<file path="config.mk">
export PLATFORM = sky130hd
export DESIGN_NAME = serial_subtractor_flat
export DESIGN_NICKNAME = d
export VERILOG_FILES = /design/src/rtl/serial_subtractor_if.sv /design/src/rtl/serial_subtractor.sv /design/src/flat_wrapper.sv
export SDC_FILE = /design/constraint.sdc
export NUM_CORES = 1
export LEC_CHECK = 0
export CAP_MARGIN = 20
export CORE_MARGIN = 5
export CORE_UTILIZATION = 49
export CTS_CLUSTER_SIZE = 40
export DETAILED_ROUTE_END_ITERATION = 6
export GPL_ROUTABILITY_DRIVEN = 0
export GPL_TIMING_DRIVEN = 0
export MAX_ROUTING_LAYER = met4
export PLACE_DENSITY = 0.81
export SLEW_MARGIN = 20
export SYNTH_ARGS = -nofsm -noshare
export SYNTH_HDL_FRONTEND = slang
export SYNTH_SLANG_ARGS = --single-unit
</file>
<file path="constraint.sdc">
create_clock -name clk -period 3.7 [get_ports clk]
set_clock_uncertainty 0.05 [all_clocks]
set_input_delay 0.74 -clock clk [delete_from_list [all_inputs] [get_ports clk]]
set_output_delay 0.74 -clock clk [all_outputs]
set_load 0.05 [all_outputs]
</file>
<file path="src/rtl/serial_subtractor_if.sv">
// Operand/result bundle for the bit-serial subtractor.
// master: issues start with operands A/B and observes busy/done/Diff/Bout.
// slave : the subtractor itself; consumes start/A/B and drives the status and result.
interface serial_subtractor_if #(
    parameter int WIDTH = 8
);
    logic             start;
    logic [WIDTH-1:0] A;
    logic [WIDTH-1:0] B;
    logic             busy;
    logic             done;
    logic [WIDTH-1:0] Diff;
    logic             Bout;

    modport master (
        output start, A, B,
        input  busy, done, Diff, Bout
    );

    modport slave (
        input  start, A, B,
        output busy, done, Diff, Bout
    );
endinterface

</file>
<file path="src/rtl/serial_subtractor.sv">
// Bit-serial subtractor: Diff = A - B, LSB first, one full-subtractor cell plus a borrow flop.
// Latency: start sampled at edge N -> done pulses in the cycle after edge N+WIDTH.
// No backpressure: start is accepted only in IDLE/DONE and ignored while busy.
//
// Ports:
//   clk        rising-edge clock
//   rst        asynchronous active-high reset
//   bus.start  load A/B and begin (accepted in IDLE or DONE only)
//   bus.A/B    minuend / subtrahend, captured on an accepted start
//   bus.busy   high while bits are being shifted
//   bus.done   one-cycle pulse, Diff/Bout valid
//   bus.Diff   A - B modulo 2^WIDTH, held until the next accepted start
//   bus.Bout   final unsigned borrow (A < B), held with Diff
module serial_subtractor #(
    parameter int WIDTH = 8
) (
    input  logic                 clk,
    input  logic                 rst,
    serial_subtractor_if.slave   bus
);

    localparam int             CW   = (WIDTH > 1) ? $clog2(WIDTH) : 1;
    localparam logic [CW-1:0]  LAST = CW'(WIDTH - 1);

    typedef enum logic [1:0] {
        IDLE  = 2'd0,
        SHIFT = 2'd1,
        DONE  = 2'd2
    } state_t;

    state_t           state;
    logic [WIDTH-1:0] areg;
    logic [WIDTH-1:0] breg;
    logic [WIDTH-1:0] diff_q;
    logic [CW-1:0]    cnt;
    logic             br;
    logic             busy_q;
    logic             done_q;
    logic             bout_q;

    // Full-subtractor cell operating on the current LSBs.
    logic a0;
    logic b0;
    logic d;
    logic br_next;

    always_comb begin
        a0      = areg[0];
        b0      = breg[0];
        d       = a0 ^ b0 ^ br;
        // Borrow out when a0 < b0, or when the bits are equal and a borrow came in.
        br_next = (~a0 & b0) | (~(a0 ^ b0) & br);
    end

    always_ff @(posedge clk or posedge rst) begin
        if (rst) begin
            state  <= IDLE;
            areg   <= '0;
            breg   <= '0;
            diff_q <= '0;
            cnt    <= '0;
            br     <= 1'b0;
            busy_q <= 1'b0;
            done_q <= 1'b0;
            bout_q <= 1'b0;
        end else begin
            case (state)
                IDLE, DONE: begin
                    // done is a single-cycle pulse; leaving DONE always drops it.
                    done_q <= 1'b0;
                    if (bus.start) begin
                        areg   <= bus.A;
                        breg   <= bus.B;
                        br     <= 1'b0;
                        cnt    <= '0;
                        diff_q <= '0;
                        bout_q <= 1'b0;
                        busy_q <= 1'b1;
                        state  <= SHIFT;
                    end else begin
                        busy_q <= 1'b0;
                        state  <= IDLE;
                    end
                end

                SHIFT: begin
                    // Result bits enter at the MSB so the LSB lands at bit 0 after WIDTH shifts.
                    diff_q <= {d, diff_q[WIDTH-1:1]};
                    areg   <= {1'b0, areg[WIDTH-1:1]};
                    breg   <= {1'b0, breg[WIDTH-1:1]};
                    br     <= br_next;
                    cnt    <= cnt + 1'b1;
                    if (cnt == LAST) begin
                        bout_q <= br_next;
                        busy_q <= 1'b0;
                        done_q <= 1'b1;
                        state  <= DONE;
                    end
                end

                default: begin
                    busy_q <= 1'b0;
                    done_q <= 1'b0;
                    state  <= IDLE;
                end
            endcase
        end
    end

    assign bus.busy = busy_q;
    assign bus.done = done_q;
    assign bus.Diff = diff_q;
    assign bus.Bout = bout_q;

endmodule

</file>
<file path="src/flat_wrapper.sv">
// flat-port wrapper written by rule: the top's interface ports become plain ports
module serial_subtractor_flat 
#(
    parameter int WIDTH = 8
)
  (clk, rst, bus_start, bus_A, bus_B, bus_busy, bus_done, bus_Diff, bus_Bout);
  serial_subtractor_if #(.WIDTH(WIDTH)) bus_i ();
  input  logic clk;
  input  logic rst;
  input wire logic [$bits(bus_i.start)-1:0] bus_start;
  input wire logic [$bits(bus_i.A)-1:0] bus_A;
  input wire logic [$bits(bus_i.B)-1:0] bus_B;
  output wire logic [$bits(bus_i.busy)-1:0] bus_busy;
  output wire logic [$bits(bus_i.done)-1:0] bus_done;
  output wire logic [$bits(bus_i.Diff)-1:0] bus_Diff;
  output wire logic [$bits(bus_i.Bout)-1:0] bus_Bout;
  assign bus_i.start = bus_start;
  assign bus_i.A = bus_A;
  assign bus_i.B = bus_B;
  assign bus_busy = bus_i.busy;
  assign bus_done = bus_i.done;
  assign bus_Diff = bus_i.Diff;
  assign bus_Bout = bus_i.Bout;
  serial_subtractor #(.WIDTH(WIDTH)) u_core (.clk(clk), .rst(rst), .bus(bus_i));
endmodule
</file>
# Word-level counts from Yosys, hierarchy flattened

Cells that the tools add are included.

Add/sub/neg operators: 1
Equality and inequality tests: 5
Muxes and demuxes: 20
Bitwise operators: 7
Reductions and logical operators: 5

Operators with widths:

| kind                  | number |
|---|---|
| $pmux W8 S2           | 3 |
| $mux W8               | 3 |
| $mux W1               | 7 |
| $pmux W1 S2           | 3 |
| $pmux W3 S2           | 1 |
| $pmux W2 S2           | 1 |
| $add A3 B1 Y3 const B | 1 |
| $eq A3 B3 Y1 const B  | 1 |
| $mux W3               | 1 |
| $reduce_and A3 Y1     | 1 |
| $and A1 B1 Y1         | 2 |
| $eq A2 B1 Y1 const B  | 1 |
| $eq A2 B2 Y1 const B  | 1 |
| $logic_not A2 Y1      | 1 |
| $mux W2               | 1 |
| $ne A2 B1 Y1 const B  | 1 |
| $ne A2 B2 Y1 const B  | 1 |
| $not A1 Y1            | 2 |
| $reduce_and A2 Y1     | 1 |
| $reduce_bool A2 Y1    | 1 |
| $reduce_or A2 Y1      | 1 |
| $xor A1 B1 Y1         | 2 |
| $or A1 B1 Y1          | 1 |

Bits in registers: 33
Input port bits: 19
Output and inout port bits: 11
Word-level logic and storage cells: 47

# Logic depth before layout (Yosys ltp)

Gate-level depths: netlist of the first run.

Word-level depth: 6
Mapped depth: 6
Depth with buffers taken out: 5

# Worst setup path after synthesis of the first run

Ideal clock, no wire load.

Kind: register -> register
From: register u_core.state[0]
To: register u_core.diff_q[0] (netlist: u_core.bus.Diff[0])
Library setup time: 0.121 ns
Arrival: 1.505 ns
Data required time: 3.529 ns
Setup slack: 2.024 ns
Cell stages (with the launch flop): 7
Buffers on the path: 3
Clock period less this slack: 1.676 ns
Cell sequence: dfrtp_1 > buf_4 > nor2_2 > a21o_1 > buf_6 > buf_6 > a22o_1

Cells in the longest elaborated chain, start to end: 4
Elaborated cells on any way between the ends: 8
Classes of those cells: eq/ne (3); mux (1); reduce/logical (4)

RTL lines:

| item                                                                | line                    | source |
|---|---|---|
| from (decl)                                                         | serial_subtractor.sv:31 | `state_t state;` |
| from (signal assigned)                                              | serial_subtractor.sv:57 | `state <= IDLE;` |
| from (signal assigned)                                              | serial_subtractor.sv:79 | `state <= SHIFT;` |
| from (signal assigned)                                              | serial_subtractor.sv:82 | `state <= IDLE;` |
| $eq A2 B2 Y1 or $logic_not A2 Y1 (tied branches)                    | serial_subtractor.sv:67 | `case (state)` |
| $reduce_or A2 Y1                                                    | serial_subtractor.sv:67 |  |
| $ne A2 B2 Y1 (no source line) or $reduce_bool A2 Y1 (tied branches) | --                      |  |
| $reduce_and A2 Y1 (no source line)                                  | --                      |  |
| to (signal assigned)                                                | serial_subtractor.sv:88 | `diff_q <= {d, diff_q[WIDTH-1:1]};` |
| to (decl)                                                           | serial_subtractor.sv:34 | `logic [WIDTH-1:0] diff_q;` |

Several ways; a longest one is shown, not always the timed one.
A chain may end at the register's enable or synchronous reset.

# Worst setup path in the final report of the first run

From: register u_core.diff_q[4] (netlist: u_core.bus.Diff[4])
To: output bus_Diff[4]

RTL lines:

| item      | line               | source |
|---|---|---|
| to (decl) | flat_wrapper.sv:15 | `output wire logic [$bits(bus_i.Diff)-1:0] bus_Diff;` |

No word-level cell between the ends.

==> results of run 1 <==
## flip-flops by register name (all words and copies together), names as in the netlist
register / flops
u_core.cnt: 3
u_core.bus.done: 1
u_core.state: 1
u_core.br: 1
u_core.bus.Bout: 1
u_core.breg: 8
u_core.areg: 8
u_core.bus.Diff: 8
## kinds of logic (layout without fill, tap and decap cells)
family,count (synthesis),count (layout),share of synthesized area (%)
flops,31,31,59.2
simple gates,10,10,4.20
fa+ha+maj,3,3,3.44
mux,3,3,2.39
compound gates,45,45,22.3
buf+inv,23,61,8.41
## worst max-delay path by stage
| stage | startpoint | end | cells past startpoint |
|---|---|---|---|
| floorplan | u_core.state[0] | u_core.bus.Diff[0] | 6 |
| global placement | bus_start | u_core.bus.Diff[2] | 6 |
| detailed placement | bus_start | u_core.bus.Diff[1] | 6 |
| CTS | u_core.bus.Diff[7] | bus_Diff[7] | 1 |
| global route | u_core.bus.Diff[7] | bus_Diff[7] | 1 |
| finish | u_core.bus.Diff[4] | bus_Diff[4] | 1 |
## layout make-up
cell class              count  area (um2)
clock buffers               5        37.5
inverters                  16        60.1
clock inverters             3        15.0
repair buffers             30         318
multi-input cells          61         424
flip-flops and latches     31         776
plain buffers               7        50.0
well taps                  30        37.5
fillers                   205         805
## cells in the mapped netlist (2+ instances only)
library cell | number | area, um2
nand2b_1 | 3 | 18.8
a22o_1 | 10 | 87.6
inv_1 | 16 | 60.1
o22ai_1 | 14 | 87.6
o21ai_0 | 2 | 10.0
dfrtp_1 | 31 | 776
ha_1 | 2 | 25.0
buf_2 | 4 | 20.0
buf_6 | 2 | 22.5
mux2i_1 | 2 | 20.0
nand2_1 | 2 | 7.51
a21oi_1 | 15 | 75.1
nor2b_1 | 2 | 12.5
o2bb2ai_1 | 2 | 17.5
nor2_2 | 2 | 12.5
## stage by stage
stage / total power [mW] / hold slack, ps / cell area, um2 / instances
after detailed placement: 1.33 / 446 / 1670 / 175
after floorplan: 1.10 / 423 / 1310 / 115
after global routing: 1.62 / 490 / 1720 / 183
after global placement: 1.29 / 438 / 1640 / 174
after CTS: 1.52 / 469 / 1720 / 183
final: 1.51 / 464 / 1720 / 183
## report_power, final
| group | switching, mW | internal [mW] | total (mW) | leakage [nW] |
|---|---|---|---|---|
| logic | 0.432 | 0.300 | 0.732 | 0.396 |
| registers | 0.0982 | 0.491 | 0.589 | 0.381 |
| clock network | 0.114 | 0.0706 | 0.184 | 0.0347 |
## routing by layer
metal	vias up	GRT usage, %
met4	0	8.79
li1	483	-
met3	5	6.20
met2	25	27.4
met5	-	-
met1	482	20.6
==> results.yml, run 1 <==
final_layout:
  layout.nets: 174
  drive_gt1_share_pct: 12.4
  area_growth_pct: 31.1
  fin_util_pct: 68.1
  n_antenna_cell: 0
  layout_commonest_cell: "dfrtp_1"
  final_cell_mix: "dfrtp_1, clkdlybuf4s50_1, inv_1"
worst_setup_path:
  r2r_cells: 6
  crit_arrival_ps: 1540
  start_kind: "flip-flop"
  cp_num_buf_inv: 1
  slowest_delay_ps: 820
  r2r_slack_ps: 2220
  r2r_end: "u_core.areg[1]"
  crit-reg2reg-launch: "u_core.state[0]"
  critPathSlowestCell: "clkdlybuf4s50_1"
  path_class: "flip-flop to output port"
  path_max_fanout: 3
  endpoint_kind: "output port"
  crit_family: "buffers and inverters"
  cp.required_ps: 2910
  crit_path_cell_trace: "clkdlybuf4s50_1"
sta:
  hold_viol: 0
  tns_ps: 0
  timing.slew.headroom_pct: 60.4
  min_period_ps: 2330
  rsz0062_at_grt: "no"
  clock.fmax_mhz: 429
  finalSetupViolCount: 0
  setup_slack_ps: 1370
  finalCritPeriodShare_pct: 63.0
  drv_slew: 0
  worst_pin_slew_ps: 593
detailed_routing:
  firstDrtPassIters: 4
  top_layer: "met4"
  via_per_inst: 5.44
  drt-initial-drc-count: 41
  antenna_left: 0
  dr_wl_met2_um: 1380
  wl_per_cell_um: 15.1
  wl_met1_um: 1190
  via_count: 995
  drt_wl_total_um: 2760
  drc: 0
  wl_met3_um: 145
logic_synthesis:
  synth_ff_type: "dfrtp_1"
  synth-async-reset-ratio_pct: 100
  avgSynthCellArea_um2: 11.4
  ys_types: 21
  synthCells: 115
  synth_seq_cells: 31
  syn_area_um2: 1310
  synth_edf_count: 0
  synth_seq_area_share_pct: 59.2
  syn_nets: 137
  yosys_warnings: 0
worst_hold_path:
  whs_path_depth: 1
  hold_path_class: "flip-flop to flip-flop"
  holdPathEnd: "u_core.breg[7]"
  hp-start: "u_core.breg[7]"
cts:
  clock-sinks: 31
  cts_tree: "built"
  clk_latency_ps: 320
  clockBufferDepth: 2
  post_cts_buffers: 0
  root_buffer: "clkbuf_4"
  cts_resized: 0
  cts-hold-fix-buffers: 0
  cts_buffers: 5
  clk_pin_slew_ps: 90
  htreeDepth: 2
global_routing:
  grt_pass1_wl_um: 4640
  grt_pass1_vias: 1056
  grt_antenna_before_repair: 0
  grt_usage_pct: 17.8
  grt_start_max_net_pins: 19
  grt-ovfl-total: 0
pwr:
  p_leak_nw: 0.811
  cellPowerDensity_nw_per_um2: 877
  ir_drop_mv: 0.591
status:
  status: "finished clean"
floorplanning:
  fp.coreArea_um2: 2520
  pin_count: 30
  die-area_um2: 3810
  die_h_um: 61.7
  rows: 18
  die_w_um: 61.7
  start_util_pct: 51.9
job:
  drv_cap: 0
place:
  dp_slack_ps: 1460
  portBuffers: 29
  dp_hpwl_um: 1990
Note: power is estimated with default switching activity, not from simulation.
==> run 2: changes to the inputs <==
Settings changed: CORE_UTILIZATION 49 to 48, PLACE_DENSITY 0.81 to 0.8.
Clock period 3.7 ns to 2.3 ns, I/O delays scaled along.
==> results.yml, run 2 (synthesized netlist as in run 1, its figures left out) <==
sta:
  clock.fmax_mhz: 488
  tns_ps: 0
  timing.slew.headroom_pct: 54.0
  finalSetupViolCount: 0
  finalCritPeriodShare_pct: 89.0
  worst_pin_slew_ps: 689
  hold_viol: 0
  drv_slew: 0
  rsz0062_at_grt: "no"
  min_period_ps: 2050
cts:
  root_buffer: "clkbuf_4"
  clk_latency_ps: 330
  clk_pin_slew_ps: 100
  cts-hold-fix-buffers: 0
  cts_buffers: 5
  htreeDepth: 2
  post_cts_buffers: 0
  cts_resized: 0
  cts_tree: "built"
  clockBufferDepth: 2
  clock-sinks: 31
worst_setup_path:
  crit_family: "buffers and inverters"
  slowest_delay_ps: 810
  crit-reg2reg-launch: "u_core.state[0]"
  critPathSlowestCell: "clkdlybuf4s50_1"
  cp_num_buf_inv: 1
  cp.required_ps: 1790
  start_kind: "flip-flop"
  endpoint_kind: "output port"
  crit_arrival_ps: 1540
  crit_path_cell_trace: "clkdlybuf4s50_1"
  crit_start: "u_core.bus.Diff[7]"
  path_max_fanout: 3
  path_class: "flip-flop to output port"
final_layout:
  layout.nets: 174
  multi_input_area_um2: 424
  layoutNonFillerInstCount: 184
  area_growth_pct: 31.0
  n_antenna_cell: 0
  n_fill_cell: 217
  final_cell_mix: "dfrtp_1, clkdlybuf4s50_1, inv_1"
  layout_commonest_cell: "dfrtp_1"
  drive_gt1_share_pct: 11.1
  ff_latch_area_um2: 776
detailed_routing:
  drt-initial-drc-count: 43
  antenna_left: 0
  wl_per_cell_um: 15.0
  drt_wl_total_um: 2760
  via_per_inst: 5.39
  via_count: 991
  firstDrtPassIters: 4
  drc: 0
place:
  portBuffers: 29
  placed_cells: 176
  dp_hpwl_um: 2010
global_routing:
  grt_antenna_before_repair: 0
  grt_pass1_vias: 1041
  grt_start_max_net_pins: 17
  grt_usage_pct: 16.4
  grt-ovfl-total: 0
  grt_pass1_wl_um: 4760
pwr:
  seqPwrFrac_pct: 38.8
  power_frac_comb_pct: 48.7
  clkPwrFrac_pct: 12.5
  p_sw_mw: 1.03
  internal_power_mw: 1.39
  p_leak_nw: 0.806
  cellPowerDensity_nw_per_um2: 1410
  sw_frac_of_total_pct: 42.5
  ir_drop_mv: 1.23
floorplanning:
  start_util_pct: 48.8
  die-area_um2: 3870
  die_w_um: 62.2
  die_h_um: 62.2
  fp.coreArea_um2: 2690
  pin_count: 30
  rows: 19
worst_hold_path:
  hold_path_class: "flip-flop to flip-flop"
  hp-start: "u_core.breg[7]"
status:
  status: "finished clean"
job:
  drv_cap: 0
==> run 2: metrics by stage <==
step	setup slack [ps]	util, %	area, um2	power [mW]	hold slack, ps
2_1_floorplan	624	-	1310	1.77	423
3_3_place_gp	386	61.0	1640	2.08	443
3_5_place_dp	365	62.0	1670	2.13	447
4_1_cts	219	63.9	1720	2.44	468
5_1_grt	165	63.9	1720	2.61	489
6_report	252	63.9	1720	2.42	469
==> run 2: power groups by stage <==
stage                     sequential (mW)  clock (mW)  combinational [mW]
final                               0.939       0.302                1.18
after global routing                0.969       0.344                1.30
after CTS                           0.941       0.311                1.19
after detailed placement            0.950           0                1.18
after global placement              0.937           0                1.14
after floorplan                      1.19           0               0.582
==> run 2: final cells by class <==
| class | count | share of cell area [%] |
|---|---|---|
| buffer | 7 | 2.92 |
| tap | 31 | 2.26 |
| inverter | 16 | 3.50 |
| clock inverter | 1 | 0.292 |
| clock buffer | 7 | 2.62 |
| timing repair buffer | 30 | 18.5 |
| sequential | 31 | 45.2 |
| multi-input combinational | 61 | 24.7 |
==> run 2: final timing paths <==
check / cells past startpoint / slack (ps) / end
min: 1 / 470 / u_core.breg[7]
max reg2reg: 6 / 850 / u_core.breg[1]
min in group asynchronous: 2 / 480 / u_core.bus.Diff[3]
max: 1 / 250 / bus_Diff[7]
max in group asynchronous: 3 / 1200 / u_core.breg[1]
min reg2reg: 1 / 470 / u_core.breg[7]
==> run 2: metal layers <==
metal / vias to the layer above / share of wire [%] / GRT usage, % / wire, um
met4: 0 / 2.4 / 10.0 / 66
met5: - / 0 / - / 0
li1: 476 / - / - / -
met1: 486 / 46 / 19.2 / 1260
met2: 23 / 47 / 23.8 / 1290
met3: 6 / 5.1 / 5.95 / 140
==> run 3: changes to the inputs <==
Settings changed: GPL_ROUTABILITY_DRIVEN 0 to not set.
==> results of run 3 <==
The final DEF is identical to that of run 2; final timing and power are the same.
